`config.mk`:
```
export PLATFORM = sky130hd
export DESIGN_NAME = busmatrix
export DESIGN_NICKNAME = d
export VERILOG_FILES = /design/src/rtl/busmatrix.sv
export SDC_FILE = /design/constraint.sdc
export NUM_CORES = 1
export LEC_CHECK = 0
export ABC_AREA = 1
export ABC_CLOCK_PERIOD_IN_PS = 2430
export BUFFER_PORTS_ARGS = -buffer_cell sky130_fd_sc_hd__clkbuf_2
export CORE_AREA = 2 2 180 182
export CTS_BUF_LIST = sky130_fd_sc_hd__clkbuf_16
export CTS_CLUSTER_DIAMETER = 100
export DETAILED_ROUTE_END_ITERATION = 6
export DIE_AREA = 0 0 182 184
export PLACE_DENSITY = 0.49
export SLEW_MARGIN = 20
export SYNTH_ARGS = -nofsm -noshare
export SYNTH_HDL_FRONTEND = slang
export SYNTH_SLANG_ARGS = --single-unit
```
`constraint.sdc`:
```
create_clock -name clk -period 2.43 [get_ports clk]
set_clock_uncertainty 0.15 [all_clocks]
set_input_delay 0.486 -clock clk [delete_from_list [all_inputs] [get_ports clk]]
set_output_delay 0.486 -clock clk [all_outputs]
set_load 0.01 [all_outputs]
```
`src/rtl/busmatrix.sv`:
```
// Data-bus interconnect: core/debug read master and core write master to NDEV slaves.
// Decode and enables are combinational; read data returns 1 cycle after acceptance; a busy hit device stalls its channel via m_busy.
module busmatrix #(
  parameter int                 NDEV      = 4,
  parameter int                 AW        = 32,
  parameter int                 DW        = 32,
  parameter logic [NDEV*AW-1:0] BASES     = '0,
  parameter logic [NDEV*8-1:0]  LBITS     = {NDEV{8'd4}},
  parameter logic [DW-1:0]      MISS_DATA = 32'hDEADBEEF
) (
  input  logic               clk,
  input  logic               n_rst,
  input  logic               m_r_en,
  input  logic [AW-1:0]      m_r_addr,
  output logic [DW-1:0]      m_r_data,
  input  logic               m_w_en,
  input  logic [AW-1:0]      m_w_addr,
  input  logic [DW-1:0]      m_w_data,
  output logic               m_busy,
  input  logic               dbg_own,
  input  logic               dbg_r_en,
  input  logic [AW-1:0]      dbg_r_addr,
  output logic [DW-1:0]      dbg_r_data,
  output logic [NDEV-1:0]    d_r_en,
  output logic [AW-1:0]      d_r_addr,
  input  logic [NDEV*DW-1:0] d_r_data,
  output logic [NDEV-1:0]    d_w_en,
  output logic [AW-1:0]      d_w_addr,
  output logic [DW-1:0]      d_w_data,
  input  logic [NDEV-1:0]    d_busy,
  output logic               fault,
  output logic [AW-1:0]      fault_addr,
  input  logic               fault_clr
);

  localparam int IW = (NDEV > 1) ? $clog2(NDEV) : 1;

  logic          rd_en;
  logic [AW-1:0] rd_addr;
  logic          rd_hit, wr_hit;
  logic [IW-1:0] rd_idx, wr_idx;
  logic [AW-1:0] rd_mask, wr_mask;
  logic          rd_busy, wr_busy;
  logic          rd_go, wr_go;
  logic          rd_stall, wr_stall;
  logic          rd_miss, wr_miss;
  logic          rsel_vld;
  logic [IW-1:0] rsel_idx;
  logic [DW-1:0] rdata;

  function automatic logic [AW-1:0] win_mask(input int i);
    return (AW'(1) << LBITS[i*8 +: 8]) - AW'(1);
  endfunction

  // Debug ownership takes the whole read channel; writes always come from the core.
  assign rd_en   = dbg_own ? dbg_r_en   : m_r_en;
  assign rd_addr = dbg_own ? dbg_r_addr : m_r_addr;

  // Descending scan so the lowest matching index is the one left standing.
  always_comb begin
    logic [AW-1:0] m;
    m       = '0;
    rd_hit  = 1'b0;
    rd_idx  = '0;
    rd_mask = '0;
    wr_hit  = 1'b0;
    wr_idx  = '0;
    wr_mask = '0;
    for (int i = NDEV-1; i >= 0; i--) begin
      m = win_mask(i);
      if ((rd_addr & ~m) == (BASES[i*AW +: AW] & ~m)) begin
        rd_hit  = 1'b1;
        rd_idx  = IW'(i);
        rd_mask = m;
      end
      if ((m_w_addr & ~m) == (BASES[i*AW +: AW] & ~m)) begin
        wr_hit  = 1'b1;
        wr_idx  = IW'(i);
        wr_mask = m;
      end
    end
  end

  assign rd_busy  = rd_hit & d_busy[rd_idx];
  assign wr_busy  = wr_hit & d_busy[wr_idx];
  assign rd_go    = rd_en & ~rd_busy;
  assign wr_go    = m_w_en & ~wr_busy;
  assign rd_stall = (dbg_own & m_r_en) | (rd_en & rd_busy);
  assign wr_stall = m_w_en & wr_busy;
  assign m_busy   = rd_stall | wr_stall;
  assign rd_miss  = rd_en & ~rd_hit;
  assign wr_miss  = m_w_en & ~wr_hit;

  always_comb begin
    d_r_en = '0;
    d_w_en = '0;
    if (rd_go && rd_hit) d_r_en[rd_idx] = 1'b1;
    if (wr_go && wr_hit) d_w_en[wr_idx] = 1'b1;
  end

  assign d_r_addr = rd_hit ? (rd_addr & rd_mask) : '0;
  assign d_w_addr = wr_hit ? (m_w_addr & wr_mask) : '0;
  assign d_w_data = m_w_data;

  always_ff @(posedge clk or negedge n_rst) begin
    if (!n_rst) begin
      rsel_vld   <= 1'b0;
      rsel_idx   <= '0;
      fault      <= 1'b0;
      fault_addr <= '0;
    end else begin
      if (rd_go) begin
        rsel_vld <= rd_hit;
        rsel_idx <= rd_idx;
      end
      // A new miss outranks a clear; the write address wins a same-cycle double miss.
      if (wr_miss || rd_miss) begin
        fault      <= 1'b1;
        fault_addr <= wr_miss ? m_w_addr : rd_addr;
      end else if (fault_clr) begin
        fault <= 1'b0;
      end
    end
  end

  assign rdata      = rsel_vld ? d_r_data[int'(rsel_idx)*DW +: DW] : MISS_DATA;
  assign m_r_data   = rdata;
  assign dbg_r_data = rdata;

endmodule

```
After elaboration in Yosys (flattened, before gate mapping)
Index checks and enable logic that the tools add are counted.
Widths: inputs -> output; s select.
- bits of input ports: 267
- register bits after elaboration: 34
- output and inout port bits: 202
- word-level logic and storage cells: 40
- bitwise operators: 17
- muxes and demuxes: 14
- reduce and logical (&&, ||, !) cells: 6
- operators with widths (operator ; number):
    $mux 32 ; 5
    $and 32x32->32 ; 2
    $logic_not 32->1 ; 2
    $and 1x1->1 ; 9
    $mux 4 ; 2
    $mux 1 ; 7
    $not 1->1 ; 4
    $logic_and 1x1->1 ; 2
    $or 1x1->1 ; 2
    $reduce_bool 2->1 ; 1
    $logic_or 1x1->1 ; 1

Logic depth before layout (Yosys ltp)
Gate-level depths: netlist of the first run.
- depth in word-level cells: 8
- gate-level depth with buffers: 15
- gate-level depth less buffers: 12

Worst setup path before layout of the first run
No wires, ideal clock.
- path type: input-to-output
- from: in dbg_own
- to: out d_r_addr[0]
- slack: 0.305 ns
- required time: 1.794 ns
- arrival: 1.489 ns
- cell stages on the path: 9
- cell sequence: buf_4 -> buf_4 -> nand2_1 -> nand2_1 -> nor2_1 -> nand3_1 -> nor2_2 -> nand2_4 -> nor2_1
- cells in the longest elaborated chain, start to end: 5
- elaborated cells between the ends (all ways): 6
- those cells by class: 4 x mux; 1 x bitwise; 1 x reduce/logical
- RTL lines (item ; RTL line ; RTL):
    start: declaration ; 20 ; input logic dbg_own,
    $mux 32 (*) ; 57 ; assign rd_addr = dbg_own ? dbg_r_addr : m_r_addr;
    $logic_not 32->1 ; 71 ; if ((rd_addr & ~m) == (BASES[i*AW +: AW] & ~m)) begin
    $mux 4 ; 71 ;
    $and 32x32->32 ; 101 ; assign d_r_addr = rd_hit ? (rd_addr & rd_mask) : '0;
    $mux 32 (*) ; 101 ;
    end: declaration ; 25 ; output logic [AW-1:0] d_r_addr,
Mark *: on every way between the ends. The rest lies on a longest branch, timed or not.

Final worst setup path of the first run
- from: in dbg_own
- to: out d_r_en[0]
- cells in the longest elaborated chain, start to end: 8
- elaborated cells between the ends (all ways): 9
- those cells by class: 4 x mux; 3 x bitwise; 2 x reduce/logical
- RTL lines (item ; RTL line ; RTL):
    $mux 32 ; 57 ;
    $logic_not 32->1 ; 71 ;
    $mux 1 ; 71 ;
    $and 1x1->1 ; 84 ; assign rd_busy = rd_hit & d_busy[rd_idx];
    $not 1->1 ; 86 ; assign rd_go = rd_en & ~rd_busy;
    $and 1x1->1 ; 86 ;
    $logic_and 1x1->1 (*) ; 97 ; if (rd_go && rd_hit) d_r_en[rd_idx] = 1'b1;
    $mux 1 (*) ; 97 ;
    end: declaration ; 24 ; output logic [NDEV-1:0] d_r_en,
Marked as above.

==> results of run 1 <==
[registers in the layout, indices dropped and copies added, names as in the netlist]
name / count
rsel_vld: 1
fault: 1
fault_addr: 32
[routing by layer]
metal | wire, microns | track usage [%]
met1 | 8930 | 14.6
met2 | 8830 | 17.4
met3 | 2970 | 6.68
met4 | 528 | 2.97
met5 | 13 | 0
[cells in the final DEF (no fill, tap or decap), types with 3 or more instances in the layout]
cell type                   count
sky130_fd_sc_hd__buf_12         4
sky130_fd_sc_hd__buf_16         3
sky130_fd_sc_hd__buf_4         50
sky130_fd_sc_hd__buf_6          8
sky130_fd_sc_hd__clkbuf_16     10
sky130_fd_sc_hd__clkbuf_2     236
sky130_fd_sc_hd__conb_1        62
sky130_fd_sc_hd__dfrtp_1       33
sky130_fd_sc_hd__diode_2        4
sky130_fd_sc_hd__inv_1         89
sky130_fd_sc_hd__nand2_1      190
sky130_fd_sc_hd__nand2_2       38
sky130_fd_sc_hd__nand2_4        9
sky130_fd_sc_hd__nand3_1       67
sky130_fd_sc_hd__nor2_1        23
sky130_fd_sc_hd__nor2_2         7
sky130_fd_sc_hd__nor2_4         5
sky130_fd_sc_hd__o21ai_0        4
sky130_fd_sc_hd__o21ai_4        4
sky130_fd_sc_hd__or2_2         28
[worst paths after layout]
kind / end / slack, ns / cells past startpoint / startpoint
setup reg to reg: rsel_vld$_DFFE_PN0P_ / 1.16 / 2 / rsel_vld$_DFFE_PN0P_
max in group asynchronous: rsel_vld$_DFFE_PN0P_ / 1.59 / 2 / n_rst
hold / removal: fault_addr[17]$_DFFE_PN0P_ / 0.04 / 1 / n_rst
hold reg to reg: fault_addr[9]$_DFFE_PN0P_ / 0.35 / 2 / fault_addr[9]$_DFFE_PN0P_
min in group clk: fault$_DFFE_PN0P_ / 0.26 / 2 / fault_clr
setup / recovery: d_r_en[0] / -0.03 / 11 / dbg_own
[critical path, cell delays in order]
cell and delay (ns):
sky130_fd_sc_hd__clkbuf_16 0.16, sky130_fd_sc_hd__buf_12 0.15, sky130_fd_sc_hd__buf_6 0.11, sky130_fd_sc_hd__nand2_2 0.07, sky130_fd_sc_hd__nand2_4 0.06, sky130_fd_sc_hd__nor2_4 0.11
sky130_fd_sc_hd__nand3_4 0.12, sky130_fd_sc_hd__nor2_4 0.17, sky130_fd_sc_hd__nand2_4 0.12, sky130_fd_sc_hd__nor2_1 0.10, sky130_fd_sc_hd__buf_2 0.15
[power breakdown]
part | switching [mW] | total, mW | internal, mW
Sequential | 0.0450 | 0.680 | 0.635
Combinational | 0.583 | 1.01 | 0.427
Clock | 0.260 | 0.631 | 0.371
Total | 0.887 | 2.32 | 1.43
[kinds of logic (layout without fill, tap and decap cells)]
group	after synthesis	after routing	share of synthesized area, %
AO/OA/AOI/OAI	10	10	1.38
other	1	66	0.0941
flip-flops	34	34	21.4
buffers and inverters	247	409	36.8
AND/OR/NAND/NOR	374	374	40.4
[timing repair]
action / 4_1_cts / 5_1_grt
endpoints found under the hold margin: 0 / 0
buffers inserted: 5 / 9
hold buffers: 0 / 0
resized for setup: 43 / 69
pin swaps: 13 / 33
gates cloned: 3 / 4
setup endpoints to repair: 20 / 7
[metrics by stage]
step / worst slack, ns / power (mW) / hold slack, ns / utilization [%] / area [sq um]
floorplan: 0.305 / 1.28 / 0.0404 / - / 4210
global placement: -0.355 / 1.57 / 0.340 / 16.5 / 5190
detailed placement: -0.363 / 1.58 / 0.344 / 16.5 / 5190
CTS: -0.123 / 2.27 / 0.235 / 17.7 / 5560
global route: -0.126 / 2.48 / 0.0897 / 19.1 / 5990
finish: -0.0344 / 2.32 / 0.0426 / 19.1 / 6000
[layout make-up]
type,instances,area (sq um)
well taps,402,503
repair buffers,310,1970
diodes,4,10.0
fillers,3681,25400
multi-input cells,446,2140
clock inverters,3,12.5
inverters,90,368
flip-flops and latches,34,852
clock buffers,5,125
repair inverters,1,7.51
==> parameters.txt, run 1 <==
Parameter                              Value

Logic synthesis
  Area of the mapped netlist    around 4000 sq um
  Most frequent cell after synthesis    sky130_fd_sc_hd__nand2_1
  Leading area contributor after synthesis    sky130_fd_sc_hd__buf_4
  Synthesized instance count    666
  Mean post-synth cell area    5.98 sq um
  Count of cell types in the netlist    23
  Most used flip-flop cell after synthesis    sky130_fd_sc_hd__dfrtp_1
  Post-synth top cells    sky130_fd_sc_hd__nand2_1, sky130_fd_sc_hd__buf_4, sky130_fd_sc_hd__inv_1
  Largest cells by area after synthesis    sky130_fd_sc_hd__buf_4, sky130_fd_sc_hd__nand2_1, sky130_fd_sc_hd__dfrtp_1, sky130_fd_sc_hd__nand3_1, sky130_fd_sc_hd__inv_1
  Fraction of registers with async set/reset    100%
  Top-area cell type share of the netlist area    24.9%
  Number of synthesized register bits    34
  Count of yosys warnings during synthesis    0
  Share of the yosys chip area belonging to registers    21.4%
  Number of flops mapped to enable cells by yosys    0

Floorplanning
  Die W    between 150 and 200 microns
  Die span in y    between 150 and 200 microns
  Effective utilization at floorplan    12.7%
  Die area    33500 sq um
  Area of the placeable core    31400 sq um
  # rows    65
  Number of placed I/O pins    469

STA
  Slew @ Worst Pin    between 0.5 and 0.6 ns
  Number of setup violations in the final report    6
  Final Slew Violations    0
  Setup tns final    -0.166 ns
  Share of the clock period used by the worst path    101%
  Final hold violation count    0
  Setup repair after global routing missed its margin    yes
  Highest clock rate    406 MHz
  Post-layout worst setup margin    -0.0344 ns
  Post-layout min period    2.46 ns
  Max-slew headroom    61.1%

Setup path
  Maximum fanout encountered on the critical timing path    7
  Kind of start point of the critical path    input port
  Start-to-end type of the worst setup path    in -> out
  Endpoint class of the critical path    output pin
  Worst endpoint data arrival time    1.83 ns
  Data required time of the critical path    1.79 ns

Cells and area
  Area grow syn2layout    50.5%
  Final cell count without fillers    1295
  Final net count    between 1000 and 1500
  Fraction of layout cells with a size suffix above 1    about 47%

Routing
  Starting DRC count in detailed routing    approximately 200
  Iteration count of the initial detailed-routing pass    4
  Number of nets with antenna violations after detailed routing    0
  Vias per inst    3.47
  DR vias    4500
  Routed wire length per instance    16.4 microns
  Drt drc    0
  Wire length reported by the detailed router    approximately 21000 microns

Placement
  DP Cell Count    1261
  Quantity of I/O buffers inserted on ports    243
  Final weighted congestion of routability-driven global placement    about 0.79
  Detailed Place HPWL    17800 microns

Clock tree
  Clock tree from TritonCTS    yes
  Clock latency of the later-clocked register in the worst-skew pair    between 0.2 and 0.3 ns
  Clk sinks    34
  Clock buffer depth    2
  Clock-pin slew on the worst setup and hold paths    ~0.060 ns
  Number of buffers added by the clock tree synthesis step    5
  Htree depth    2
  Root Buffer Master    sky130_fd_sc_hd__clkbuf_16

Global routing
  Total routing usage reported by global routing    11.8%
  Number of global-route vias before repair    4059
  Antenna violations before repair    4
  First-pass GRT wire length    28100 microns
  Pin count of the biggest net entering global routing    38
  Total global routing overflow    0

Run status
  Failing checks    negative setup slack
  Status    complete, but fails checks

Power and ir drop
  Leakage power figure    3.63 nW
  Power per standard cell area    387 nW/um^2
  Worst vdd rail ir drop    about 250 uV

Min path
  Type of the tightest min-delay check    in -> async

Run
  Max Cap Viol    0
Note: power is estimated with default switching activity, not from simulation.
==> inputs of run 2 (changes only) <==
- ABC_CLOCK_PERIOD_IN_PS: 2430 -> 2400
- CORE_AREA: 2 2 180 182 -> 2 2 182 184
- DIE_AREA: 0 0 182 184 -> 0 0 184 186
- PLACE_DENSITY: 0.49 -> 0.48
- clock period: 2.43 -> 2.4 ns (I/O delays scaled with it)
==> run 2 against run 1 <==
The run still ends with negative setup slack left; worst setup slack worse by 0.061 ns; first-iteration DRC count shrank 38%; global-route usage decreased by 0.35 points; sequential share of layout area up 0.17 points; die area rose by 2.2%; routed wire length shrank 3.8%; sequential cell count unchanged; count of clock-buffer cells in the layout stayed put; critical path type unchanged; critical endpoint is now d_r_addr[3]; largest cell class unchanged.
==> parameters.txt, run 2 (synthesis gave the netlist of run 1 again) <==
Parameter                              Value

Clock tree
  Clock-pin slew on the worst setup and hold paths    0.06 ns (about the same)
  Clk sinks    34 (unchanged)
  Number of buffers added by the clock tree synthesis step    5 (unchanged)
  Root Buffer Master    sky130_fd_sc_hd__clkbuf_16
  Htree depth    2 (unchanged)
  Clock tree from TritonCTS    yes
  # hold bufs at CTS    0 (unchanged)
  Clock buffer depth    2 (unchanged)
  Clock latency of the later-clocked register in the worst-skew pair    0.29 ns (about the same)

Power and ir drop
  Worst vdd rail ir drop    199 uV (-19%)
  Post-layout power    2.56 mW (+10%)
  Power per standard cell area    432 nW/um^2 (+12%)
  Leakage power figure    3.59 nW (-0.90%)

Setup path
  Maximum fanout encountered on the critical timing path    7 (unchanged)
  Endpoint class of the critical path    output pin
  Data required time of the critical path    1.77 ns (-0.02 ns)
  Start-to-end type of the worst setup path    in -> out
  Kind of start point of the critical path    input port
  Origin of the critical flop-to-flop path    rsel_vld$_DFFE_PN0P_
  Worst Setup SP    dbg_own
  Worst endpoint data arrival time    1.87 ns (+0.04 ns)

Cells and area
  Largest Register    fault_addr
  Fraction of layout cells with a size suffix above 1    44.5% (-2.1 points)
  Final std cell area, no fill    5920 sq um (-1.2%)
  Regs by FF count    fault_addr x32, fault x1, rsel_vld x1
  Final net count    1152 (-0.26%)
  Area grow syn2layout    48.6%
  Flip-flop count of the largest register after layout    32 (unchanged)
  Commonest non-fill, non-tap cell in the layout    sky130_fd_sc_hd__clkbuf_2
  Antenna diodes    0 (-4)
  Utilization of the core after routing    18.4% (-0.71 points)
  Commonest cells after routing, fill and taps aside    sky130_fd_sc_hd__clkbuf_2, sky130_fd_sc_hd__nand2_1, sky130_fd_sc_hd__inv_1

Routing
  Starting DRC count in detailed routing    124 (-38%)
  Vias per inst    3.42 (-1.7%)
  Number of nets with antenna violations after detailed routing    0 (unchanged)
  Drt drc    0 (unchanged)
  DR vias    4420 (-1.8%)
  Iteration count of the initial detailed-routing pass    4 (unchanged)
  Wire length reported by the detailed router    20500 microns (-3.8%)
  Routed wire length per instance    15.8 microns (-3.8%)

STA
  Share of the clock period used by the worst path    104%
  Final Slew Violations    0 (unchanged)
  Post-layout worst setup margin    -0.0955 ns (-0.0610 ns)
  Slew @ Worst Pin    0.511 ns (-0.0717 ns)
  Number of setup violations in the final report    6 (unchanged)
  Post-layout min period    2.50 ns
  Highest clock rate    401 MHz
  Setup repair after global routing missed its margin    yes
  Max-slew headroom    65.9% (+4.8 points)
  Final hold violation count    0 (unchanged)

Global routing
  Total global routing overflow    0 (unchanged)
  Number of global-route vias before repair    4171 (+2.8%)
  Pin count of the biggest net entering global routing    35 (-7.9%)
  Antenna violations before repair    4 (unchanged)
  First-pass GRT wire length    27900 microns (-0.84%)
  Total routing usage reported by global routing    11.4% (-0.35 points)

Floorplanning
  Die W    184 microns (+1.1%)
  Effective utilization at floorplan    12.4% (-0.32 points)
  # rows    66 (+1.5%)
  Die area    34200 sq um (+2.2%)
  Area of the placeable core    32200 sq um (+2.6%)
  Number of placed I/O pins    469 (unchanged)
  Die span in y    186 microns (+1.1%)

Min path
  Type of the tightest min-delay check    in -> async

Placement
  Detailed Place HPWL    17600 microns (-0.93%)
  Cell area after placement    5290 sq um (+2.0%)
  Quantity of I/O buffers inserted on ports    243 (unchanged)
  Final weighted congestion of routability-driven global placement    0.787 (-0.11%)
  Worst slack at placement    -0.415 ns (-0.0521 ns)

Run status
  Status    complete, but fails checks
  Failing checks    negative setup slack

Run
  Max Cap Viol    0 (unchanged)
[run 2: cell types whose count changed in the layout (fill, tap and decap cells not counted), sizes merged]
cell and change:
clkbuf -6, clkinv -2, clkinvlp +1, bufinv +2
buf +2, diode -4
[run 2: worst max-delay path, cell delays in order]
cell and delay, ns:
sky130_fd_sc_hd__clkbuf_16 0.16, sky130_fd_sc_hd__inv_12 0.09, sky130_fd_sc_hd__buf_8 0.13, sky130_fd_sc_hd__nand2_2 0.05, sky130_fd_sc_hd__nand2_2 0.08, sky130_fd_sc_hd__nand2_2 0.06, sky130_fd_sc_hd__nor2_1 0.10, sky130_fd_sc_hd__nand2_1 0.11
sky130_fd_sc_hd__nor2_4 0.17, sky130_fd_sc_hd__nand2_4 0.14, sky130_fd_sc_hd__nor2_4 0.15, sky130_fd_sc_hd__buf_8 0.11
[run 2: stage by stage]
stage               setup TNS (ns)  instances  hold WS (ns)
finish                      -0.393       1294        0.0827
global route                -0.841       1294         0.124
CTS                         -0.473       1288        0.0983
global placement             -8.92       1273         0.342
floorplan                        0        727        0.0344
detailed placement          -10.83       1273         0.342
[run 2: where the power goes]
part	switching, mW	internal (mW)
Clock	0.293	0.598
Sequential	0.0480	0.643
Combinational	0.564	0.411
[run 2: metal layers]
layer,up-vias,track usage (%),wire (microns)
li1,2225,-,-
met3,23,5.01,2300
met1,1951,14.9,9120
met4,6,1.92,181
met5,-,0,31
met2,215,17.6,8830
[run 2: timing repair]
action                                  4_1_cts  5_1_grt
endpoints found under the setup margin       56       18
setup buffers                                 5        5
gates cloned                                  4        1
gates resized for setup                      59       34
pin swaps                                    13       23
[run 2: final cells by class]
| cell class | instances | area, sq um |
|---|---|---|
| inverters | 90 | 354 |
| well taps | 408 | 510 |
| repair buffers | 306 | 1910 |
| repair inverters | 2 | 15.0 |
| flip-flops and latches | 34 | 852 |
| multi-input cells | 446 | 2090 |
| fillers | 3752 | 26300 |
| clock inverters | 3 | 68.8 |
| clock buffers | 5 | 125 |
[run 2: path summary, 6_finish.rpt]
check	end	slack, ns	cells after the start
min reg2reg	fault_addr[19]$_DFFE_PN0P_	0.35	2
min in group clk	fault$_DFFE_PN0P_	0.26	2
min	fault_addr[17]$_DFFE_PN0P_	0.08	2
max	d_r_addr[3]	-0.1	12
max reg2reg	rsel_vld$_DFFE_PN0P_	0.91	3
max in group asynchronous	rsel_vld$_DFFE_PN0P_	1.62	2
